## src/rtl/leading_zero_restore_64_if.sv

```systemverilog
// Handshake and data bundle between the normalization pipeline and the
// leading-zero restore block. The master side is the upstream/downstream
// environment; the slave side is the restore block itself.
interface leading_zero_restore_64_if #(
    parameter int WIDTH = 64,
    parameter int CW    = 6
);

    logic             i_VALID;
    logic             o_READY;
    logic [WIDTH-1:0] i_WORD;
    logic [CW-1:0]    i_ZERO_COUNT;
    logic             i_INVALID;
    logic             o_VALID;
    logic             i_READY;
    logic [WIDTH-1:0] o_WORD;
    logic             o_NORM_ERROR;

    modport master (
        output i_VALID,
        output i_WORD,
        output i_ZERO_COUNT,
        output i_INVALID,
        output i_READY,
        input  o_READY,
        input  o_VALID,
        input  o_WORD,
        input  o_NORM_ERROR
    );

    modport slave (
        input  i_VALID,
        input  i_WORD,
        input  i_ZERO_COUNT,
        input  i_INVALID,
        input  i_READY,
        output o_READY,
        output o_VALID,
        output o_WORD,
        output o_NORM_ERROR
    );

endinterface

```

## src/rtl/leading_zero_restore_64.sv

```systemverilog
// Leading-zero restore: undoes a normalization shift by shifting a
// normalized word right by its recorded zero count. The shift is done as an
// iterative log-shifter, one count bit per cycle, so latency is always CW
// cycles regardless of the count value. All outputs come straight from flops.
module leading_zero_restore_64 #(
    parameter int WIDTH = 64,
    parameter int CW    = 6
) (
    input  logic                     i_CLK,
    input  logic                     i_RST_N,
    leading_zero_restore_64_if.slave bus
);

    // Step counter only needs to reach CW-1; keep at least one bit.
    localparam int SW = (CW > 1) ? $clog2(CW) : 1;

    typedef enum logic [1:0] {
        IDLE,
        SHIFT,
        DONE
    } state_t;

    state_t           state_q, state_d;
    logic [WIDTH-1:0] shift_q, shift_d;
    logic [CW-1:0]    count_q, count_d;
    logic [SW-1:0]    step_q,  step_d;
    logic             err_q,   err_d;
    logic             valid_q, valid_d;
    logic             ready_q, ready_d;

    // Next-state logic: capture in IDLE, conditionally halve-shift in SHIFT,
    // hold the result in DONE until downstream takes it.
    always_comb begin
        state_d = state_q;
        shift_d = shift_q;
        count_d = count_q;
        step_d  = step_q;
        err_d   = err_q;
        valid_d = valid_q;
        ready_d = ready_q;

        case (state_q)
            IDLE: begin
                if (bus.i_VALID) begin
                    shift_d = bus.i_INVALID ? '0 : bus.i_WORD;
                    count_d = bus.i_ZERO_COUNT;
                    step_d  = '0;
                    err_d   = ~bus.i_INVALID & ~bus.i_WORD[WIDTH-1];
                    ready_d = 1'b0;
                    state_d = SHIFT;
                end
            end
            SHIFT: begin
                if (count_q[step_q]) begin
                    shift_d = shift_q >> (CW'(1) << step_q);
                end
                step_d = step_q + 1'b1;
                if (step_q == SW'(CW - 1)) begin
                    valid_d = 1'b1;
                    state_d = DONE;
                end
            end
            DONE: begin
                if (bus.i_READY) begin
                    valid_d = 1'b0;
                    ready_d = 1'b1;
                    state_d = IDLE;
                end
            end
            default: begin
                valid_d = 1'b0;
                ready_d = 1'b1;
                state_d = IDLE;
            end
        endcase
    end

    // State and output registers; reset aborts any operation in flight.
    always_ff @(posedge i_CLK or negedge i_RST_N) begin
        if (!i_RST_N) begin
            state_q <= IDLE;
            shift_q <= '0;
            count_q <= '0;
            step_q  <= '0;
            err_q   <= 1'b0;
            valid_q <= 1'b0;
            ready_q <= 1'b1;
        end else begin
            state_q <= state_d;
            shift_q <= shift_d;
            count_q <= count_d;
            step_q  <= step_d;
            err_q   <= err_d;
            valid_q <= valid_d;
            ready_q <= ready_d;
        end
    end

    assign bus.o_READY      = ready_q;
    assign bus.o_VALID      = valid_q;
    assign bus.o_WORD       = shift_q;
    assign bus.o_NORM_ERROR = err_q;

endmodule

```

## src/flat_wrapper.sv

```systemverilog
// flat-port wrapper written by rule: the top's interface ports become plain ports
module leading_zero_restore_64_flat 
#(
    parameter int WIDTH = 64,
    parameter int CW    = 6
)
  (i_CLK, i_RST_N, bus_i_VALID, bus_i_WORD, bus_i_ZERO_COUNT, bus_i_INVALID, bus_i_READY, bus_o_READY, bus_o_VALID, bus_o_WORD, bus_o_NORM_ERROR);
  leading_zero_restore_64_if #(.WIDTH(WIDTH), .CW(CW)) bus_i ();
  input  logic i_CLK;
  input  logic i_RST_N;
  input wire logic [$bits(bus_i.i_VALID)-1:0] bus_i_VALID;
  input wire logic [$bits(bus_i.i_WORD)-1:0] bus_i_WORD;
  input wire logic [$bits(bus_i.i_ZERO_COUNT)-1:0] bus_i_ZERO_COUNT;
  input wire logic [$bits(bus_i.i_INVALID)-1:0] bus_i_INVALID;
  input wire logic [$bits(bus_i.i_READY)-1:0] bus_i_READY;
  output wire logic [$bits(bus_i.o_READY)-1:0] bus_o_READY;
  output wire logic [$bits(bus_i.o_VALID)-1:0] bus_o_VALID;
  output wire logic [$bits(bus_i.o_WORD)-1:0] bus_o_WORD;
  output wire logic [$bits(bus_i.o_NORM_ERROR)-1:0] bus_o_NORM_ERROR;
  assign bus_i.i_VALID = bus_i_VALID;
  assign bus_i.i_WORD = bus_i_WORD;
  assign bus_i.i_ZERO_COUNT = bus_i_ZERO_COUNT;
  assign bus_i.i_INVALID = bus_i_INVALID;
  assign bus_i.i_READY = bus_i_READY;
  assign bus_o_READY = bus_i.o_READY;
  assign bus_o_VALID = bus_i.o_VALID;
  assign bus_o_WORD = bus_i.o_WORD;
  assign bus_o_NORM_ERROR = bus_i.o_NORM_ERROR;
  leading_zero_restore_64 #(.WIDTH(WIDTH), .CW(CW)) u_core (.i_CLK(i_CLK), .i_RST_N(i_RST_N), .bus(bus_i));
endmodule
```

## config.mk

```make
export PLATFORM = sky130hd
export DESIGN_NAME = leading_zero_restore_64_flat
export DESIGN_NICKNAME = d
export VERILOG_FILES = /design/src/rtl/leading_zero_restore_64_if.sv /design/src/rtl/leading_zero_restore_64.sv /design/src/flat_wrapper.sv
export SDC_FILE = /design/constraint.sdc
export NUM_CORES = 1
export LEC_CHECK = 0
export BUFFER_PORTS_ARGS = -buffer_cell sky130_fd_sc_hd__buf_4
export CAP_MARGIN = 20
export CELL_PAD_IN_SITES_DETAIL_PLACEMENT = 1
export CELL_PAD_IN_SITES_GLOBAL_PLACEMENT = 2
export CORE_MARGIN = 1
export CORE_UTILIZATION = 37
export CTS_BUF_LIST = sky130_fd_sc_hd__clkbuf_16
export CTS_CLUSTER_SIZE = 20
export DETAILED_ROUTE_END_ITERATION = 8
export HOLD_SLACK_MARGIN = 0.15
export PLACE_DENSITY = 0.89
export SLEW_MARGIN = 20
export SYNTH_ARGS = -nofsm -noshare
export SYNTH_HDL_FRONTEND = slang
export SYNTH_SLANG_ARGS = --single-unit
```

## constraint.sdc

```tcl
create_clock -name i_CLK -period 4.45 [get_ports i_CLK]
set_input_delay 0.445 -clock i_CLK [delete_from_list [all_inputs] [get_ports i_CLK]]
set_output_delay 0.445 -clock i_CLK [all_outputs]
set_load 0.02 [all_outputs]
```

---- Yosys cells after proc, flatten, opt, wreduce, memory -nomap -nowiden ----
Index checks and enable logic that the tools add are counted.
cells by class
  add/sub/neg operators ................... 1
  shifts and indexed selects .............. 2
  mux-type cells .......................... 18
  equal/unequal tests ..................... 7
  order comparisons ....................... 1
  reduce and logical (&&, ||, !) cells .... 8
  bitwise logic cells ..................... 5
operator list
  operator             number
  $mux 64              3
  $pmux 64 s2          1
  $shr 64x6->64        1
  $reduce_and 3->1     4
  $mux 2               3
  $pmux 1 s3           2
  $pmux 2 s3           1
  $pmux 3 s2           1
  $shl 1x3->6 const A  1
  $mux 1               5
  $lt 3x4->1 const B   1
  $ne 2x1->1 const B   2
  $ne 2x2->1 const B   2
  $not 1->1            4
  $reduce_and 2->1     2
  $add 3x1->3 const B  1
  $bmux 1 s3           1
  $eq 3x3->1 const B   1
  $mux 3               1
  $eq 2x1->1 const B   1
  $eq 2x2->1 const B   1
  $logic_not 2->1      1
  $reduce_bool 2->1    1
  $and 1x1->1          1
word-level totals
  output and inout bits ................... 67
  register bits after elaboration ......... 78
  word-level logic and storage cells ...... 49

---- Logic depth before layout (Yosys ltp) ----
  depth in word-level cells ............... 4
  gate-level depth with buffers ........... 14
  mapped depth without buffers ............ 8

---- Worst setup path after synthesis ----
OpenSTA, ideal clock, no wires.
  kind .................................... reg2reg
  from .................................... register u_core.step_q[2]
  to ...................................... register u_core.shift_q[0], in the netlist u_core.bus.o_WORD[0]
  data required time ...................... 4.321 ns
  slack ................................... 1.635 ns
  setup time .............................. 0.129 ns
  cell stages (with the launch flop) ...... 14
  buffers on the path ..................... 8
  data arrival time ....................... 2.687 ns
  cell sequence ........................... dfrtp_1 > buf_6 > buf_4 > inv_1 > buf_4 > buf_2 > ha_1 > clkbuf_1 > buf_2 > buf_1 > clkbuf_1 > o211ai_1 > a221oi_1 > a21oi_1
on the way
  longest elaborated chain between the ends .. 4
ends and longest elaborated chain
  element                                                 RTL line                                                      RTL
  from (decl)                                             leading_zero_restore_64.sv:26                                 logic [SW-1:0] step_q, step_d;
  from (signal assigned)                                  leading_zero_restore_64.sv:92                                 step_q <= step_d;
  $shl 1x3->6 / $bmux 1 s3 (equally long branches)        leading_zero_restore_64.sv:55, leading_zero_restore_64.sv:54
  $shr 64x6->64 / $mux 1 (equally long branches)          leading_zero_restore_64.sv:55, leading_zero_restore_64.sv:54
  $mux 64 / $ne 2x1->1 (equally long branches)            n/a
  $pmux 64 s2 / $reduce_and 3->1 (equally long branches)  n/a
  to (signal assigned)                                    leading_zero_restore_64.sv:90                                 shift_q <= shift_d;
  to (decl)                                               leading_zero_restore_64.sv:24                                 logic [WIDTH-1:0] shift_q, shift_d;
Parallel ways exist; a longest one is shown, timed or not. The select of a mux whose other input is x is not followed.
A chain may end at the register's enable or synchronous reset.

---- Worst setup path after layout ----
  from .................................... register u_core.step_q[0]
  to ...................................... register u_core.shift_q[2], in the netlist u_core.bus.o_WORD[2]
Same word-level chain as after synthesis.

==> results.txt <==
----------------------------------------------------
[Floorplan]
  Die width ... 156 µm
  FP Rows ... 55
  Die height ... 156 µm
  Count of boundary I/O pins ... 142
  Total Die Area ... 24300 µm²
  Core ar. ... 22900 µm²
  Starting Density ... 0.382

[STA]
  Final max-slew violation count ... 0
  Count of final hold-check violations ... 0
  Share of the clock period used by the worst path ... 0.858
  Slew at the pin closest to its max-slew limit ... 994 ps
  Max Clock Freq ... 262 MHz
  Max-Slew Margin vs Limit ... 0.337
  Number of endpoints failing setup at the final stage ... 0
  RSZ-0062 raised after global routing ... false
  Setup TNS ... 0 ps
  Final critical-path required period ... approximately 3800 ps
  Setup Skew ... 6.57 ps

[Setup path]
  Largest stage delay on the critical path ... 780 ps
  Most common cell type on the critical path ... sky130_fd_sc_hd__a21oi_1
  Nature of the critical path startpoint ... flop
  Delay-heaviest family, CP ... compound AO/OA/AOI/OAI gates
  Combined buffer and inverter count along the critical path ... 2
  Critical path, cell by cell ... inv_1, ha_4, buf_12, mux2i_1, nor3_1, o32ai_1, a21oi_1, a221oi_1, a21oi_1
  Type of the setup path with the least slack ... reg2reg
  WP data arrival ... 4040 ps
  Critical path peak fanout ... 64
  Slowest stage cell, crit path ... sky130_fd_sc_hd__o32ai_1
  Nature of the critical path endpoint ... flop
  Crit path required time ... 4670 ps

[Logic synthesis]
  Proportion of netlist area held by the largest area contributor ... 0.220
  Number of cells produced by synthesis ... ~1100
  Synth top cells by count ... sky130_fd_sc_hd__nor2_1 (127), sky130_fd_sc_hd__nand2_1 (91), sky130_fd_sc_hd__mux2i_1 (88)
  Number of warnings printed during yosys synthesis ... 0
  Average footprint of a synthesized cell ... 7.95 µm²
  Post-synth design cell area ... 8760 µm²
  Synth async-reset ratio ... 1.00
  Share of the yosys chip area belonging to registers ... 0.223
  Net count after synthesis ... 1181
  Synth area leaders ... sky130_fd_sc_hd__dfrtp_1 (22%), sky130_fd_sc_hd__mux2i_1 (10%), sky130_fd_sc_hd__mux4_2 (5.9%), sky130_fd_sc_hd__nor2_1 (5.4%), sky130_fd_sc_hd__a221oi_1 (4.7%)
  Number of enable-type register cells in the synthesized netlist ... 0
  Cell type with the highest aggregate area in the netlist ... sky130_fd_sc_hd__dfrtp_1
  Netlist cell types ... 69
  Total of flip-flops plus latches after synthesis ... 78
  Cell with the most instances after synthesis ... sky130_fd_sc_hd__nor2_1
  Flip-flop cell with the highest count after synthesis ... sky130_fd_sc_hd__dfrtp_1

[Route]
  Ratio of routed vias to standard cells ... 7.05
  DRT Pass-1 Iters ... 5
  Wire length reported by the detailed router ... approximately 50000 µm
  Count of vias placed by the detailed router ... 10700
  Average wire length per cell after detail routing ... 32.4 µm
  Number of remaining DRC errors ... 0
  Iter 0 DRT Violations ... 1683
  Post-DRT Antenna Nets ... 0

[Clock tree]
  Clock latency reported for the late side of the worst-skew pair ... around 360 ps
  TritonCTS clock tree ... done
  Maximum clock insertion buffer count ... 2
  Number of buffers added to fix hold violations after cts ... 1
  H-tree lvl count ... 3
  Number of buffers created by CTS ... 9
  Clk pin slew, worst setup/hold paths ... about 70 ps
  Number of sinks handled by clock tree synthesis ... 78
  Clock root cell ... sky130_fd_sc_hd__clkbuf_16
  Post-CTS setup-driven buffer insertion count ... 0
  Post_cts resized ... 0

[Finish]
  Layout cell share with drive strength beyond 1 ... 0.228
  Count of nets after finishing ... 1283
  Area growth, synth to finish ... 19.9%
  Number of filler cells placed in the layout ... 2790

[GRT]
  Total congestion overflow after global routing ... 0
  Number of global-route vias before repair ... 10400
  Largest net degree at the start of global routing ... 65
  Global-route wire length before repair ... 72600 µm
  Total track usage ... 0.410
  Initial antenna violation count ... 0

[Placed design]
  Number of port buffers ... around 140
  DP HPWL ... ~37000 µm
  Final weighted congestion of routability-driven global placement ... 1.03

[Flow run]
  Number of maximum-capacitance constraint violations ... 0

[Outcome]
  Outcome ... finished, final reports clean

[Hold path]
  HP Class ... in2reg

----------------------------------------------------
## state kept, by name (all words and copies together), names as in the netlist
signal and flops:
u_core.bus.o_WORD 64, u_core.bus.o_NORM_ERROR 1, u_core.state_q 2, u_core.bus.o_VALID 1, u_core.count_q 6, u_core.bus.o_READY 1, u_core.step_q 3
## worst register-to-register path, delay by kind of cell, from the launching register on
kind / cells / cell delay [ps]
muxes: 1 / 450
and+or+nand+nor: 1 / 120
AOI/OAI and AO/OA: 4 / 1540
DFF: 1 / 460
buffers and inverters: 2 / 610
adders and majority gates: 1 / 520
## cell type report
type | count | area [µm²] | share of cell area
Clock buffer | 9 | 225 | 0.0215
Antenna cell | 1 | 2.50 | 0.000238
Timing Repair Buffer | 207 | 1580 | 0.151
Tap cell | 313 | 392 | 0.0373
Multi-Input combinational cell | 889 | 6190 | 0.590
Inverter | 18 | 67.6 | 0.00644
Sequential cell | 78 | 1950 | 0.186
Clock inverter | 7 | 87.6 | 0.00834
## cell families (layout without fill, tap and decap cells)
group / count (synthesis) / after routing / synth area share
adder cells (fa/ha/maj): 5 / 5 / 0.00714
multiplexers: 124 / 124 / 0.177
buffers and inverters: 134 / 241 / 0.0749
AND/OR/NAND/NOR: 333 / 333 / 0.176
flip-flops: 78 / 78 / 0.223
other: 0 / 1 / 0
AO/OA/AOI/OAI: 427 / 427 / 0.342
## metrics by stage
step | instances | setup slack, ps | area, µm² | hold slack [ps] | util
finish | 1522 | 630 | 10500 | 289 | 0.458
global route | 1521 | 513 | 10500 | 298 | 0.458
CTS | 1521 | 777 | 10500 | 290 | 0.458
detailed placement | 1504 | 801 | 10200 | 507 | 0.444
global placement | 1504 | 741 | 10200 | 500 | 0.444
floorplan | 1101 | 1630 | 8760 | 149 | -
## cell usage in the layout (no fill, tap or decap), types with 7 or more instances in the layout
master,n
sky130_fd_sc_hd__buf_4,204
sky130_fd_sc_hd__nor2_1,125
sky130_fd_sc_hd__nand2_1,91
sky130_fd_sc_hd__mux2i_1,88
sky130_fd_sc_hd__a21oi_1,77
sky130_fd_sc_hd__dfrtp_1,77
sky130_fd_sc_hd__o21ai_0,58
sky130_fd_sc_hd__a221oi_1,47
sky130_fd_sc_hd__a22oi_1,33
sky130_fd_sc_hd__o211ai_1,28
sky130_fd_sc_hd__nand3_1,27
sky130_fd_sc_hd__o22ai_1,26
sky130_fd_sc_hd__mux4_2,23
sky130_fd_sc_hd__a2bb2oi_1,23
sky130_fd_sc_hd__a31oi_1,21
sky130_fd_sc_hd__nor3_1,18
sky130_fd_sc_hd__inv_1,17
sky130_fd_sc_hd__nor3b_1,16
sky130_fd_sc_hd__o22a_1,14
sky130_fd_sc_hd__o221ai_1,13
sky130_fd_sc_hd__mux2_2,12
sky130_fd_sc_hd__nor2b_1,11
sky130_fd_sc_hd__a21o_1,11
sky130_fd_sc_hd__nand2b_1,9
sky130_fd_sc_hd__o21ai_1,9
sky130_fd_sc_hd__a211oi_1,9
sky130_fd_sc_hd__o2111ai_1,9
sky130_fd_sc_hd__clkbuf_16,9
sky130_fd_sc_hd__nand4_1,7
## layer usage
metal,routed length [µm],GRT usage,vias to the layer above
met1,19900,0.572,5248
met3,6280,0.111,163
met5,57,0,-
met4,2510,0.196,2
li1,-,-,4486
met2,20500,0.581,829
## worst paths after layout
check	slack, ps	from	endpoint	depth (start not counted)
worst min-delay path	290	bus_i_WORD[63]	u_core.bus.o_NORM_ERROR	2
worst max-delay path	630	u_core.step_q[0]	u_core.bus.o_WORD[2]	9
worst max register to register	630	u_core.step_q[0]	u_core.bus.o_WORD[2]	9
worst min register to register	530	u_core.count_q[1]	u_core.count_q[1]	1
min in group asynchronous	660	i_RST_N	u_core.bus.o_WORD[21]	2
max in group asynchronous	2790	i_RST_N	u_core.bus.o_READY	3
Power is left out: the tool's default activity adds up to more than one toggle a clock period on the data nets, which glitch-free logic cannot reach.
